<file path="config.mk">
export PLATFORM = sky130hd
export DESIGN_NAME = bp_queue
export DESIGN_NICKNAME = d
export VERILOG_FILES = /design/src/rtl/bp_queue.sv
export SDC_FILE = /design/constraint.sdc
export NUM_CORES = 1
export LEC_CHECK = 0
export CAP_MARGIN = 15
export CORE_MARGIN = 4
export CORE_UTILIZATION = 53
export DETAILED_ROUTE_END_ITERATION = 7
export PLACE_DENSITY = 0.78
export SLEW_MARGIN = 20
export SYNTH_ARGS = -nofsm -noshare
export SYNTH_HDL_FRONTEND = slang
export SYNTH_SLANG_ARGS = --single-unit
</file>
<file path="constraint.sdc">
create_clock -name clk -period 10.08 [get_ports clk]
set_input_delay 1.008 -clock clk [delete_from_list [all_inputs] [get_ports clk]]
set_output_delay 1.008 -clock clk [all_outputs]
set_load 0.005 [all_outputs]
</file>
<file path="src/rtl/bp_queue.sv">
// bp_queue: in-order FIFO of branch predictions checked against EX resolution.
// It flags mispredicts and sends registered updates to the predictor.
module bp_queue #(
  parameter int DEPTH = 4,
  parameter int PTR_W = $clog2(DEPTH)
) (
  input  logic             clk,
  input  logic             rst,
  input  logic             flush,
  input  logic             enq_valid,
  input  logic [31:0]      enq_pc,
  input  logic             enq_pred_take,
  input  logic [31:0]      enq_pred_target,
  output logic             enq_ready,
  input  logic             res_valid,
  input  logic             res_br_en,
  input  logic [31:0]      res_target,
  output logic             mispredict,
  output logic [31:0]      redirect_pc,
  output logic             pht_update,
  output logic [31:0]      pht_waddr,
  output logic             pht_br_en,
  output logic [PTR_W:0]   count,
  output logic             res_err
);
  logic [31:0]      r_pc   [DEPTH];
  logic [31:0]      r_tgt  [DEPTH];
  logic             r_take [DEPTH];
  logic [PTR_W-1:0] r_head, r_tail;
  logic [PTR_W:0]   r_count;
  logic             w_res_fire, w_enq_fire, w_head_take;
  logic [31:0]      w_head_pc, w_head_tgt;

  assign w_head_pc   = r_pc[r_head];
  assign w_head_tgt  = r_tgt[r_head];
  assign w_head_take = r_take[r_head];
  assign count       = r_count;
  assign enq_ready   = r_count != (PTR_W+1)'(DEPTH);
  assign w_res_fire  = res_valid & (r_count != '0);
  assign mispredict  = w_res_fire & ((res_br_en != w_head_take) |
                       (res_br_en & w_head_take & (res_target != w_head_tgt)));
  assign redirect_pc = w_res_fire ? (res_br_en ? res_target : w_head_pc + 32'd4) : '0;
  // Enqueues in a mispredict or flush cycle are wrong-path and are discarded.
  assign w_enq_fire  = enq_valid & enq_ready & ~mispredict & ~flush;

  always_ff @(posedge clk) begin
    if (w_enq_fire) begin
      r_pc[r_tail]   <= enq_pc;
      r_take[r_tail] <= enq_pred_take;
      r_tgt[r_tail]  <= enq_pred_target;
    end
  end

  always_ff @(posedge clk or posedge rst) begin
    if (rst) begin
      r_head     <= '0;
      r_tail     <= '0;
      r_count    <= '0;
      pht_update <= 1'b0;
      pht_waddr  <= '0;
      pht_br_en  <= 1'b0;
      res_err    <= 1'b0;
    end else begin
      pht_update <= w_res_fire;
      if (w_res_fire) begin
        pht_waddr <= w_head_pc;
        pht_br_en <= res_br_en;
      end
      if (res_valid && r_count == '0) res_err <= 1'b1;
      if (flush) begin
        r_head  <= '0;
        r_tail  <= '0;
        r_count <= '0;
      end else if (mispredict) begin
        r_head  <= r_tail;
        r_count <= '0;
      end else begin
        if (w_enq_fire) r_tail <= r_tail + 1'b1;
        if (w_res_fire) r_head <= r_head + 1'b1;
        r_count <= r_count + (PTR_W+1)'(w_enq_fire) - (PTR_W+1)'(w_res_fire);
      end
    end
  end
endmodule
</file>
Yosys cells after proc, flatten, opt, wreduce, memory -nomap -nowiden
Memories as Yosys holds them, arrays and structs flattened.
Index checks and enable logic that the tools add are counted.
{"block": "classes", "addsub": 5, "n_eq_ne": 4, "n_mux": 12, "bitwise_logic": 10, "reduce_logical": 6}
{"cell": "$mux W32", "count": 2}
{"cell": "$add A32 B3 Y32 const B", "count": 1}
{"cell": "$ne A32 B32 Y1", "count": 1}
{"cell": "$mux W2", "count": 6}
{"cell": "$and A1 B1 Y1", "count": 7}
{"cell": "$mux W3", "count": 2}
{"cell": "$reduce_bool A3 Y1", "count": 2}
{"cell": "$add A2 B1 Y2 const B", "count": 2}
{"cell": "$add A3 B1 Y3", "count": 1}
{"cell": "$logic_not A3 Y1", "count": 1}
{"cell": "$ne A3 B3 Y1 const B", "count": 1}
{"cell": "$sub A3 B1 Y3", "count": 1}
{"cell": "$mux W1", "count": 2}
{"cell": "$ne A2 B2 Y1 const B", "count": 1}
{"cell": "$not A1 Y1", "count": 2}
{"cell": "$reduce_and A2 Y1", "count": 1}
{"cell": "$reduce_bool A2 Y1", "count": 1}
{"cell": "$logic_and A1 B1 Y1", "count": 1}
{"cell": "$ne A1 B1 Y1", "count": 1}
{"cell": "$or A1 B1 Y1", "count": 1}
{"block": "word_totals", "reg_bits": 42, "mem_bits_rw": 260, "in_bits": 103, "out_inout_bits": 72, "word_cells": 47, "mem_count": 3}
{"memory": "r_pc", "words": 4, "width": 32, "read_ports": 1, "rd_clocked_by_memory_dff": 0, "wr": 1, "line_no": "26", "rtl": "logic [31:0] r_pc [DEPTH];"}
{"memory": "r_tgt", "words": 4, "width": 32, "read_ports": 1, "rd_clocked_by_memory_dff": 0, "wr": 1, "line_no": "27", "rtl": "logic [31:0] r_tgt [DEPTH];"}
{"memory": "r_take", "words": 4, "width": 1, "read_ports": 1, "rd_clocked_by_memory_dff": 0, "wr": 1, "line_no": "28", "rtl": "logic r_take [DEPTH];"}

Depth between registers and ports, before layout
An unclocked memory read counts as a cell.
{"block": "depth", "depth_word": 12, "mapped_depth": 18, "mapped_depth_nobuf": 15}

Worst setup path before layout
OpenSTA, ideal clock, no wires.
{"block": "synth_path", "kind": "register to register", "startpoint": "register r_head[0]", "endpoint": "memory r_pc[0][0] (enable)", "setup_ns": 0.428, "arrival_time_ns": 3.926, "required_ns": 9.652, "slack_ns": 5.725, "path_stages_with_launch": 10, "n_path_buf": 5, "period_less_slack_ns": 4.355, "cell_sequence": "dfrtp_1 buf_6 buf_12 buf_4 buf_6 buf_4 mux4_2 ha_1 o21ai_2 and4_1"}
{"block": "synth_between", "elab_chain_cells": 10, "word_cells_on_any_way": 13, "classes_between": "eq/ne: 2; mux: 2; bitwise: 7; memory: 2"}
{"item": "from (decl)", "line_no": "29", "rtl": "logic [PTR_W-1:0] r_head, r_tail;"}
{"item": "from (signal assigned)", "line_no": "75", "rtl": "r_head <= r_tail;"}
{"item": "from (signal assigned)", "line_no": "79", "rtl": "if (w_res_fire) r_head <= r_head + 1'b1;"}
{"item": "$mem_v2 Z4 W32 or $mem_v2 Z4 W1 (tied branches)"}
{"item": "$ne A32 B32 Y1 or $and A1 B1 Y1 (tied branches)", "line_no": "41", "rtl": "(res_br_en & w_head_take & (res_target != w_head_tgt)));"}
{"item": "$and A1 B1 Y1", "line_no": "41"}
{"item": "$or A1 B1 Y1 *", "line_no": "40", "rtl": "assign mispredict = w_res_fire & ((res_br_en != w_head_take) |"}
{"item": "$and A1 B1 Y1 *", "line_no": "40"}
{"item": "$not A1 Y1 *", "line_no": "44", "rtl": "assign w_enq_fire = enq_valid & enq_ready & ~mispredict & ~flush;"}
{"item": "$and A1 B1 Y1 * (2 in a row)", "line_no": "44"}
{"item": "$mux W1 *", "line_no": "47", "rtl": "if (w_enq_fire) begin"}
{"item": "$mux W1 (not written as such) *", "line_no": "48", "rtl": "r_pc[r_tail] <= enq_pc;"}
{"item": "to (decl)", "line_no": "26"}
Mark *: on every way between the ends. The rest lies on a longest branch, timed or not.

Worst setup path in the final report
{"block": "layout_path", "startpoint": "register r_head[0]", "endpoint": "output port redirect_pc[24]"}
{"block": "layout_between", "elab_chain_cells": 4}
{"item": "$mem_v2 Z4 W32"}
{"item": "named net w_head_pc[2]", "line_no": "32", "rtl": "logic [31:0] w_head_pc, w_head_tgt;"}
{"item": "$add A32 B3 Y32", "line_no": "42", "rtl": "assign redirect_pc = w_res_fire ? (res_br_en ? res_target : w_head_pc + 32'd4) : '0;"}
{"item": "$mux W32 (2 in a row)", "line_no": "42"}
{"item": "to (decl)", "line_no": "19", "rtl": "output logic [31:0] redirect_pc,"}
The timed path passes the listed nets, and every way through them passes these cells.

==> flow_metrics.tcl <==
set metrics [dict create \
    status "finished, final reports clean" \
    clock_sinks 302 \
    vias 7320 \
    setup_viol 0 \
    synthFlopType "edfxtp_1" \
    die_y_um 162 \
    timing.hold.ws_ns 0.454 \
    timing.fmax_mhz 167 \
    synth_common_cells "edfxtp_1 (260), nand2_1 (115), mux4_2 (58), xnor2_1 (50), dfrtp_1 (42)" \
    start_kind "flop" \
    worstPathMaxFanout 45 \
    path_clk_slew_ns 0.06 \
    yosysTopAreaCell "edfxtp_1" \
    power_density_nw_per_um2 248 \
    synthTopCellsByArea "edfxtp_1 (62%), mux4_2 (10%), dfrtp_1 (8.3%), xnor2_1 (3.5%), nand2_1 (3.4%)" \
    n_fill_cell 1603 \
    grt_antenna_before_repair 1 \
    synth-edff-count 260 \
    clock_latency_ns 0.55 \
    synthesis.area_um2 12600 \
    finalHoldViolations 0 \
    grt_util_all_layers 0.227 \
    crit_path_cell_trace "buf_4 > mux4_2 > ha_1 > nand4_1 > nand4b_4 > or2_1 > or3_1 > a311oi_1 > clkdlybuf4s50_1" \
    dp_slack_ns 4.61 \
    ant_nets 0 \
    setup_slack_ns 4.10 \
    remaining_drc_errors 0 \
    synth-seq-area-share 0.701 \
    wl_um 29700 \
    grt_start_max_net_pins 68 \
    fp.dieW_um 162 \
    tightest_slew_ns 1.03 \
    critPathMaxStageDelay_ns 0.76 \
    async_flop_share 0.139 \
    yosys_warnings 0 \
    grt_pass1_vias 7409 \
    synth.distinct_cells 52 \
    htree_levels 1 \
    final_layout_size_suffix_gt1_frac 0.133 \
    first_pass_iters 5 \
    rows 56 \
    grt-ovfl-total 0 \
    finClkSkew_ns 0.0133 \
    irDropWorstVdd_mv 0.187 \
    io_pins 175 \
    ff2ff_setup_slack_ns 5.01 \
    numCtsBuffers 30 \
    setup-tns-final_ns 0 \
    hold_buffers 0 \
    grt_pass1_wl_um 45100 \
    fin_area_um2 15700 \
    whs_path_depth 1 \
    arrival_ns 4.98 \
    clockBufferDepth 3 \
    cts_setup_buffers 0 \
    detail_route.wl_per_cell_um 23.2 \
    syn_nets 866 \
    ctsResizeCount 0 \
    required_ns 9.07 \
    synthCells 754 \
    min_to "res_err" \
    min_period_ns 5.98 \
    nNetsFinal 1048 \
    cp_slowest_cell "buf_4" \
    syn_area_per_cell_um2 16.8 \
    multi_input_area_um2 3530 \
    seqCellArea_um2 8860 \
    critPathKind "flop to output port" \
    place_area_um2 14700 \
    leakage_nw 5.31 \
    max-cap-violations 0 \
    crit_path_end_kind "output port" \
    relSlewSlack 0.314 \
    r2r_end "count[2]" \
    min_from "res_err" \
    drt_iter0_markers 572 \
    rsz0062_at_grt "no" \
    portBuffers 174 \
    gp_congestion 0.796 \
    period_share 0.594 \
    rr_startpoint "r_head[0]" \
    drv_slew 0 \
    yosysMostFrequentCell "edfxtp_1" \
    core_area_um2 23500 \
    rr_worst_depth 16 \
    dp_hpwl_um 19500 \
    utilization 0.667 \
    root_buffer "clkbuf_16" \
    start_util 0.538 \
    synth_top_area_frac 0.618 \
    ys_seq_elements 302 \
    synthToLayoutAreaGrowth_pct 23.9 \
    hp-class "flop to flop" \
    viasPerCell 5.72 \
    die_area_um2 26400 \
    tritoncts "yes" \
]
==> layout make-up <==
class	count	share of cell area
clock inverters	11	0.00815
well taps	319	0.0255
inverters	13	0.00312
clock buffers	45	0.0555
diodes	1	0.000160
repair buffers	184	0.116
multi-input cells	405	0.225
flip-flops and latches	302	0.566
==> kinds of logic (layout without fill, tap and decap cells) <==
family | after synthesis | count (layout) | synth area share
compound gates | 47 | 47 | 0.0243
xor+xnor | 58 | 58 | 0.0402
simple gates | 219 | 219 | 0.0812
other cells | 0 | 1 | 0
flops | 302 | 302 | 0.701
fa+ha+maj | 9 | 9 | 0.00951
mux | 72 | 72 | 0.124
buf+inv | 47 | 253 | 0.0203
==> flip-flops by register name (all words and copies together), names as in the netlist <==
| signal | cells |
|---|---|
| r_pc | 128 |
| r_tgt | 128 |
| pht_waddr | 32 |
| r_take | 4 |
| count | 3 |
| r_head | 2 |
| r_tail | 2 |
| pht_br_en | 1 |
| pht_update | 1 |
| res_err | 1 |
==> placed cells by master, fill, tap and decap left out, types with 4 or more instances in the layout <==
master | Yosys | final
a211oi_1 | 5 | 5
a21oi_1 | 14 | 14
and3_1 | 5 | 5
and4_2 | 0 | 4
buf_4 | 4 | 10
clkbuf_1 | 14 | 10
clkbuf_16 | 0 | 31
clkbuf_8 | 0 | 4
clkdlybuf4s50_1 | 0 | 174
clkinv_2 | 0 | 6
dfrtp_1 | 42 | 40
edfxtp_1 | 260 | 260
ha_1 | 8 | 8
inv_1 | 13 | 12
mux2i_1 | 6 | 6
mux4_1 | 7 | 7
mux4_2 | 58 | 58
nand2_1 | 115 | 115
nand3_1 | 13 | 13
nand4_1 | 11 | 11
nor2_1 | 37 | 37
nor3_1 | 4 | 4
nor4_1 | 4 | 4
o21ai_0 | 12 | 12
or3_1 | 5 | 5
xnor2_1 | 50 | 50
xor2_1 | 8 | 8
==> metal layers <==
layer / vias up / global-route usage / wire (um)
met3: 51 / 0.0370 / 2250
met5: - / 0 / 0
met4: 0 / 0.0557 / 743
li1: 3259 / - / -
met1: 3712 / 0.324 / 12000
met2: 298 / 0.374 / 14700
==> worst max path at each step <==
stage               startpoint               to  slack [ns]  cells after the start
finish               r_head[0]  redirect_pc[24]        4.10                      9
global route         r_head[0]  redirect_pc[30]        3.72                     10
CTS                  r_head[0]  redirect_pc[24]        4.00                      9
detailed placement   r_head[0]  redirect_pc[30]        4.61                     10
global placement     r_head[0]  redirect_pc[24]        4.62                      9
floorplan            r_head[0]       r_pc[0][0]        5.73                      9
==> where the power goes <==
group	switching (mW)	internal (mW)	total [mW]
clock	0.445	0.668	1.11
combinational	0.561	0.557	1.12
sequential	0.0997	1.55	1.65
==> per-stage QoR <==
stage / std cells / total power [mW]
after global routing: 1280 / 4.06
after detailed placement: 1223 / 2.80
final: 1280 / 3.88
after CTS: 1279 / 3.91
after floorplan: 754 / 2.34
after global placement: 1223 / 2.78
==> worst max-delay path: cells and delay by family (launching register included) <==
family | cells | cell delay (ns)
adders and majority gates | 1 | 0.23
and+or+nand+nor | 4 | 1.23
AOI/OAI and AO/OA | 1 | 0.44
muxes | 1 | 0.42
DFF | 1 | 0.74
buffers and inverters | 2 | 1.36
Note: power is estimated with default switching activity, not from simulation.
